===== src/rtl/regfile_wb_arbiter_if.sv =====
// Write-back request bundle: ALU result path and data-memory load path,
// each a valid/ready handshake carrying a destination register and data.
interface regfile_wb_arbiter_if #(
  parameter int ADDRESS_WIDTH = 5,
  parameter int DATA_WIDTH    = 32
);
  logic                     alu_valid;
  logic                     alu_ready;
  logic [ADDRESS_WIDTH-1:0] alu_rd;
  logic [DATA_WIDTH-1:0]    alu_data;

  logic                     mem_valid;
  logic                     mem_ready;
  logic [ADDRESS_WIDTH-1:0] mem_rd;
  logic [DATA_WIDTH-1:0]    mem_data;

  // Requester side: execute/memory stages
  modport master (
    output alu_valid, alu_rd, alu_data,
    output mem_valid, mem_rd, mem_data,
    input  alu_ready, mem_ready
  );

  // Arbiter side
  modport slave (
    input  alu_valid, alu_rd, alu_data,
    input  mem_valid, mem_rd, mem_data,
    output alu_ready, mem_ready
  );
endinterface


===== src/rtl/regfile_wb_arbiter.sv =====
// regfile_wb_arbiter: shares the register file's single write port (WE3/AD3/WD3)
// between the ALU write-back and the load write-back, keeps a scoreboard of
// pending destinations and raises a decode stall on read-after-write hazards.
// Default: loads always win. Optional macro RF_WB_FAIR_EN: after MAX_WAIT
// consecutive ALU losses the ALU is granted for one cycle.
module regfile_wb_arbiter #(
  parameter int ADDRESS_WIDTH = 5,
  parameter int DATA_WIDTH    = 32,
  parameter int MAX_WAIT      = 4
) (
  input  logic                     clk,
  input  logic                     rst,
  regfile_wb_arbiter_if.slave      wb,
  input  logic                     issue_valid,
  input  logic [ADDRESS_WIDTH-1:0] issue_rd,
  input  logic [ADDRESS_WIDTH-1:0] rs1,
  input  logic [ADDRESS_WIDTH-1:0] rs2,
  output logic                     stall,
  output logic                     WE3,
  output logic [ADDRESS_WIDTH-1:0] AD3,
  output logic [DATA_WIDTH-1:0]    WD3,
  output logic [ADDRESS_WIDTH:0]   pend_cnt
);
  localparam int AW   = ADDRESS_WIDTH;
  localparam int DW   = DATA_WIDTH;
  localparam int NREG = 1 << AW;

  typedef struct packed {
    logic          vld;
    logic [AW-1:0] rd;
    logic [DW-1:0] data;
  } wb_req_t;

  // A MAX_WAIT below 1 would starve the load path forever in fair mode
  if (MAX_WAIT < 1) begin : g_max_wait_chk
    $error("regfile_wb_arbiter: MAX_WAIT must be >= 1");
  end

  wb_req_t         alu_req, mem_req, win;
  logic            alu_rdy, mem_rdy;
  logic            alu_acc, mem_acc, wr_en;
  logic            force_alu;
  logic [NREG-1:0] pend, set_vec, clr_vec;
  logic            cnt_inc, cnt_dec;

  assign alu_req = '{vld: wb.alu_valid, rd: wb.alu_rd, data: wb.alu_data};
  assign mem_req = '{vld: wb.mem_valid, rd: wb.mem_rd, data: wb.mem_data};

`ifdef RF_WB_FAIR_EN
  localparam int WW = (MAX_WAIT < 1) ? 1 : $clog2(MAX_WAIT + 1);
  logic [WW-1:0] wait_cnt;

  // Once the ALU has lost MAX_WAIT times in a row it takes the port this cycle
  assign force_alu = (wait_cnt >= WW'(MAX_WAIT));

  // Consecutive ALU losses; an ALU win or an idle ALU cycle restarts the count
  always_ff @(posedge clk) begin
    if (rst)                          wait_cnt <= '0;
    else if (alu_req.vld && !alu_rdy) wait_cnt <= wait_cnt + 1'b1;
    else                              wait_cnt <= '0;
  end
`else
  // Strict load priority: the ALU is never forced through
  assign force_alu = 1'b0;
`endif

  // Grant: load has priority unless the ALU has waited too long
  always_comb begin
    mem_rdy = 1'b1;
    alu_rdy = !mem_req.vld;
    if (force_alu) begin
      mem_rdy = 1'b0;
      alu_rdy = 1'b1;
    end
  end

  assign wb.alu_ready = alu_rdy;
  assign wb.mem_ready = mem_rdy;

  // Only one side can be accepted: alu_rdy implies the load is idle or blocked
  assign mem_acc = mem_req.vld && mem_rdy;
  assign alu_acc = alu_req.vld && alu_rdy && !mem_acc;
  assign win     = mem_acc ? mem_req : alu_req;
  // x0 writes complete the handshake but never reach the register file
  assign wr_en   = (mem_acc || alu_acc) && (win.rd != '0);

  // Registered write port; address/data hold when nothing is written
  always_ff @(posedge clk) begin
    if (rst) begin
      WE3 <= 1'b0;
      AD3 <= '0;
      WD3 <= '0;
    end else begin
      WE3 <= wr_en;
      if (wr_en) begin
        AD3 <= win.rd;
        WD3 <= win.data;
      end
    end
  end

  // Scoreboard set/clear one-hot vectors for this cycle
  always_comb begin
    set_vec = '0;
    clr_vec = '0;
    if (issue_valid && issue_rd != '0) set_vec[issue_rd] = 1'b1;
    if (wr_en)                         clr_vec[win.rd]   = 1'b1;
  end

  // Count moves only on a real 0->1 or 1->0 transition; set beats clear
  assign cnt_inc = |(set_vec & ~pend);
  assign cnt_dec = |(clr_vec & pend & ~set_vec);

  // Pending-destination bits and their population count
  always_ff @(posedge clk) begin
    if (rst) begin
      pend     <= '0;
      pend_cnt <= '0;
    end else begin
      pend     <= (pend & ~clr_vec) | set_vec;
      pend_cnt <= pend_cnt + {{AW{1'b0}}, cnt_inc} - {{AW{1'b0}}, cnt_dec};
    end
  end

  // RAW hazard from the registered scoreboard; x0 is never a hazard
  assign stall = ((rs1 != '0) && pend[rs1]) || ((rs2 != '0) && pend[rs2]);

endmodule


===== src/flat_wrapper.sv =====
// flat-port wrapper written by rule: the top's interface ports become plain ports
module regfile_wb_arbiter_flat 
#(
  parameter int ADDRESS_WIDTH = 5,
  parameter int DATA_WIDTH    = 32,
  parameter int MAX_WAIT      = 4
)
  (clk, rst, issue_valid, issue_rd, rs1, rs2, stall, WE3, AD3, WD3, pend_cnt, wb_alu_valid, wb_alu_rd, wb_alu_data, wb_mem_valid, wb_mem_rd, wb_mem_data, wb_alu_ready, wb_mem_ready);
  regfile_wb_arbiter_if #(.ADDRESS_WIDTH(ADDRESS_WIDTH), .DATA_WIDTH(DATA_WIDTH)) wb_i ();
  input  logic clk;
  input  logic rst;
  input  logic issue_valid;
  input  logic [ADDRESS_WIDTH-1:0] issue_rd;
  input  logic [ADDRESS_WIDTH-1:0] rs1;
  input  logic [ADDRESS_WIDTH-1:0] rs2;
  output logic stall;
  output logic WE3;
  output logic [ADDRESS_WIDTH-1:0] AD3;
  output logic [DATA_WIDTH-1:0] WD3;
  output logic [ADDRESS_WIDTH:0] pend_cnt;
  input wire logic [$bits(wb_i.alu_valid)-1:0] wb_alu_valid;
  input wire logic [$bits(wb_i.alu_rd)-1:0] wb_alu_rd;
  input wire logic [$bits(wb_i.alu_data)-1:0] wb_alu_data;
  input wire logic [$bits(wb_i.mem_valid)-1:0] wb_mem_valid;
  input wire logic [$bits(wb_i.mem_rd)-1:0] wb_mem_rd;
  input wire logic [$bits(wb_i.mem_data)-1:0] wb_mem_data;
  output wire logic [$bits(wb_i.alu_ready)-1:0] wb_alu_ready;
  output wire logic [$bits(wb_i.mem_ready)-1:0] wb_mem_ready;
  assign wb_i.alu_valid = wb_alu_valid;
  assign wb_i.alu_rd = wb_alu_rd;
  assign wb_i.alu_data = wb_alu_data;
  assign wb_i.mem_valid = wb_mem_valid;
  assign wb_i.mem_rd = wb_mem_rd;
  assign wb_i.mem_data = wb_mem_data;
  assign wb_alu_ready = wb_i.alu_ready;
  assign wb_mem_ready = wb_i.mem_ready;
  regfile_wb_arbiter #(.ADDRESS_WIDTH(ADDRESS_WIDTH), .DATA_WIDTH(DATA_WIDTH), .MAX_WAIT(MAX_WAIT)) u_core (.clk(clk), .rst(rst), .wb(wb_i), .issue_valid(issue_valid), .issue_rd(issue_rd), .rs1(rs1), .rs2(rs2), .stall(stall), .WE3(WE3), .AD3(AD3), .WD3(WD3), .pend_cnt(pend_cnt));
endmodule

===== config.mk =====
export PLATFORM = sky130hd
export DESIGN_NAME = regfile_wb_arbiter_flat
export DESIGN_NICKNAME = d
export VERILOG_FILES = /design/src/rtl/regfile_wb_arbiter_if.sv /design/src/rtl/regfile_wb_arbiter.sv /design/src/flat_wrapper.sv
export SDC_FILE = /design/constraint.sdc
export NUM_CORES = 1
export LEC_CHECK = 0
export ABC_AREA = 1
export CAP_MARGIN = 20
export CORE_MARGIN = 4
export CORE_UTILIZATION = 33
export CTS_CLUSTER_SIZE = 25
export DETAILED_ROUTE_END_ITERATION = 10
export HOLD_SLACK_MARGIN = 0.08
export PLACE_DENSITY = 0.6
export SLEW_MARGIN = 20
export SYNTH_ARGS = -nofsm -noshare
export SYNTH_HDL_FRONTEND = slang
export SYNTH_SLANG_ARGS = --single-unit
export TNS_END_PERCENT = 20

===== constraint.sdc =====
create_clock -name clk -period 3.6 [get_ports clk]
set_input_delay 0.36 -clock clk [delete_from_list [all_inputs] [get_ports clk]]
set_output_delay 0.36 -clock clk [all_outputs]
set_load 0.02 [all_outputs]

==> metrics <==
Leak=2.88 nW; TritonCTS clock tree=done; maxcap violations=0; Setup Fix Bufs, Post-CTS=0; largest net degree at the start of global routing=71; HP Start=u_core.AD3[0]$_SDFFE_PP0N_; hpwl dp=12400 um; Area Overhead vs Synth=39.7%; footprint of the multi-input gates=2820 sq um; H-tree depth=3; post_cts resized=0; Final Skew=0.00524 ns; IO Port Bufs=139; worst hold slack=0.458 ns; Slew Limit Fails=0; CP required=3.82 ns; DRC=0; Non-Filler Instances=1100; fillcell total=1503; worst r2r src=u_core.pend[14]$_SDFF_PP0_; Yosys reg bits=75; Reg clk slew, reported paths=0.06 ns; hold_buf cts=0; total CTS buffers=9; die area=16700 sq um; CORE AREA=14500 sq um; Power per Cell Area=382 nW/um^2; Die Span X=129 um; boundary pin count=141; Die Y=129 um; Seq/Total Area, Yosys=31.0%; placed cells=1084; nets@finish=1012; # setup viols final=0; Final Wtd Congestion=0.914; commonest cells after routing, fill and taps aside=nand2_1, clkdlybuf4s50_1, nor2_1; most common cell after layout, fill and taps aside=nand2_1; critical path capture point type=flop; final design utilization=46.8%; clk_lat worst skew=0.34 ns; proportion of layout cells with a drive suffix above 1=7.97%; VDD IR max=0.000198 V; GRT Residual Overflow=0; drt pass-1 iters=5; total power=2.59 mW; max_slew headroom=57.3%; Peak Freq=306 MHz; row count=44; GR Util All Layers=19.2%; Net Count, Synth=870; status=finished, final reports clean; worst-path maximum fanout=11; Final Hold Vio Count=0; Reg area=1500 sq um; synth warn=0; Routed Antenna Nets=0; Data arrival, critical path=3.49 ns; Initial Util=33.5%; first-pass GRT wire length=25600 um; Clock Path Buffers=2; Tcrit/Tclk final=90.8%; Inserted Diodes=0; CP Launch Type=input port; clk root buf=clkbuf_16; Mean Syn Cell Area=6.30 sq um; Via density=4.92; number of distinct library cells after synthesis=40; vias post-DR=5411; RSZ-0062 raised after global routing=no; WL per Instance=14.5 um; HP Class=flop to flop; vias in the first global route=5117; critical path startpoint=wb_mem_valid; clock sinks=75; WL final=16000 um; Setup CP Type=input port to flop; Post-Syn Instances=769; initial antenna violation count=0; worst-margin pin slew=0.641 ns; clock period minus worst slack=3.27 ns; Synth Cell Area=4850 sq um; 1st-iter DRT viols=314
## cells by family (layout without fill, tap and decap cells)
logic type / Yosys count / after routing / synth area share, %
compound gates: 188 / 188 / 21.4
xor+xnor: 2 / 2 / 0.362
fa+ha+maj: 7 / 7 / 1.96
buf+inv: 124 / 271 / 10.9
flops: 75 / 75 / 31.0
other cells: 1 / 1 / 0.0774
simple gates: 372 / 372 / 34.3
## stage by stage
step / TNS (ns) / cell area, sq um / worst slack (ns)
final: 0 / 6770 / 0.333
after global routing: 0 / 6770 / 0.0279
after CTS: 0 / 6760 / 0.323
after detailed placement: -0.0158 / 6470 / -0.0158
after global placement: 0 / 6470 / 0.0174
after floorplan: 0 / 4850 / 0.892
## power breakdown
group          internal, mW  leakage [nW]  switching (mW)  total, mW
Combinational         0.339          2.12           0.402      0.741
Sequential            0.895         0.616          0.0419      0.937
Clock                 0.552         0.145           0.357      0.909
## cell type report
type,count,area share (%)
Inverter,92,5.17
Clock buffer,11,3.59
Clock inverter,5,0.776
Multi-Input combinational cell,570,41.7
Timing Repair Buffer,163,23.2
Sequential cell,75,22.2
Tap cell,184,3.40
## critical path, stage by stage
cell and delay [ns]:
clkdlybuf4s50_1 0.50, buf_4 0.21, nor2_1 0.13, inv_2 0.11, nand3_2 0.18, nor2_1 0.09, nand2_1 0.08, nand2_1 0.05
nor2_1 0.12, nand2_1 0.08, nor2_1 0.14, nand3_1 0.13, ha_1 0.29, inv_1 0.06, ha_1 0.16, inv_1 0.05
fa_1 0.37, nor2_1 0.12, a211oi_1 0.06, o21ai_0 0.15, a21oi_1 0.05
## worst paths after layout
path                                   end  slack [ns]  depth (start not counted)
max          u_core.pend_cnt[4]$_SDFF_PP0_        0.33                         21
min             u_core.AD3[0]$_SDFFE_PP0N_        0.46                          2
max reg2reg  u_core.pend_cnt[4]$_SDFF_PP0_        1.09                         17
min reg2reg     u_core.AD3[0]$_SDFFE_PP0N_        0.46                          2
## routing by layer
metal | GRT usage (%) | routed length [um]
met5 | 0 | 0
met4 | 5.13 | 302
met3 | 7.38 | 1690
met2 | 30.7 | 7060
met1 | 24.3 | 6920
## cells in the mapped netlist (all sizes together)
master	count	area share [%]
a211oi	3	0.67
a21o	1	0.15
a21oi	51	5.3
a221oi	3	0.54
a31oi	33	4.3
buf	11	2.1
clkbuf	21	1.6
clkinv	1	0.077
conb	1	0.077
dfxtp	75	31
fa	1	0.41
ha	6	1.5
inv	91	7.2
nand2	194	16
nand3	56	6.9
nand3b	1	0.15
nand4	13	1.7
nor2	102	8.3
nor3	4	0.52
o211ai	3	0.46
o21a	1	0.15
o21ai	85	8.8
o22ai	6	0.77
o31ai	2	0.31
or2	2	0.26
xor2	2	0.36
## flip-flops by register name, summed over array words and instances, names as in the netlist
signal	count
u_core.WE3	1
u_core.AD3	5
u_core.pend	31
u_core.pend_cnt	6
u_core.WD3	32
Power figures use the tool's default switching activity.
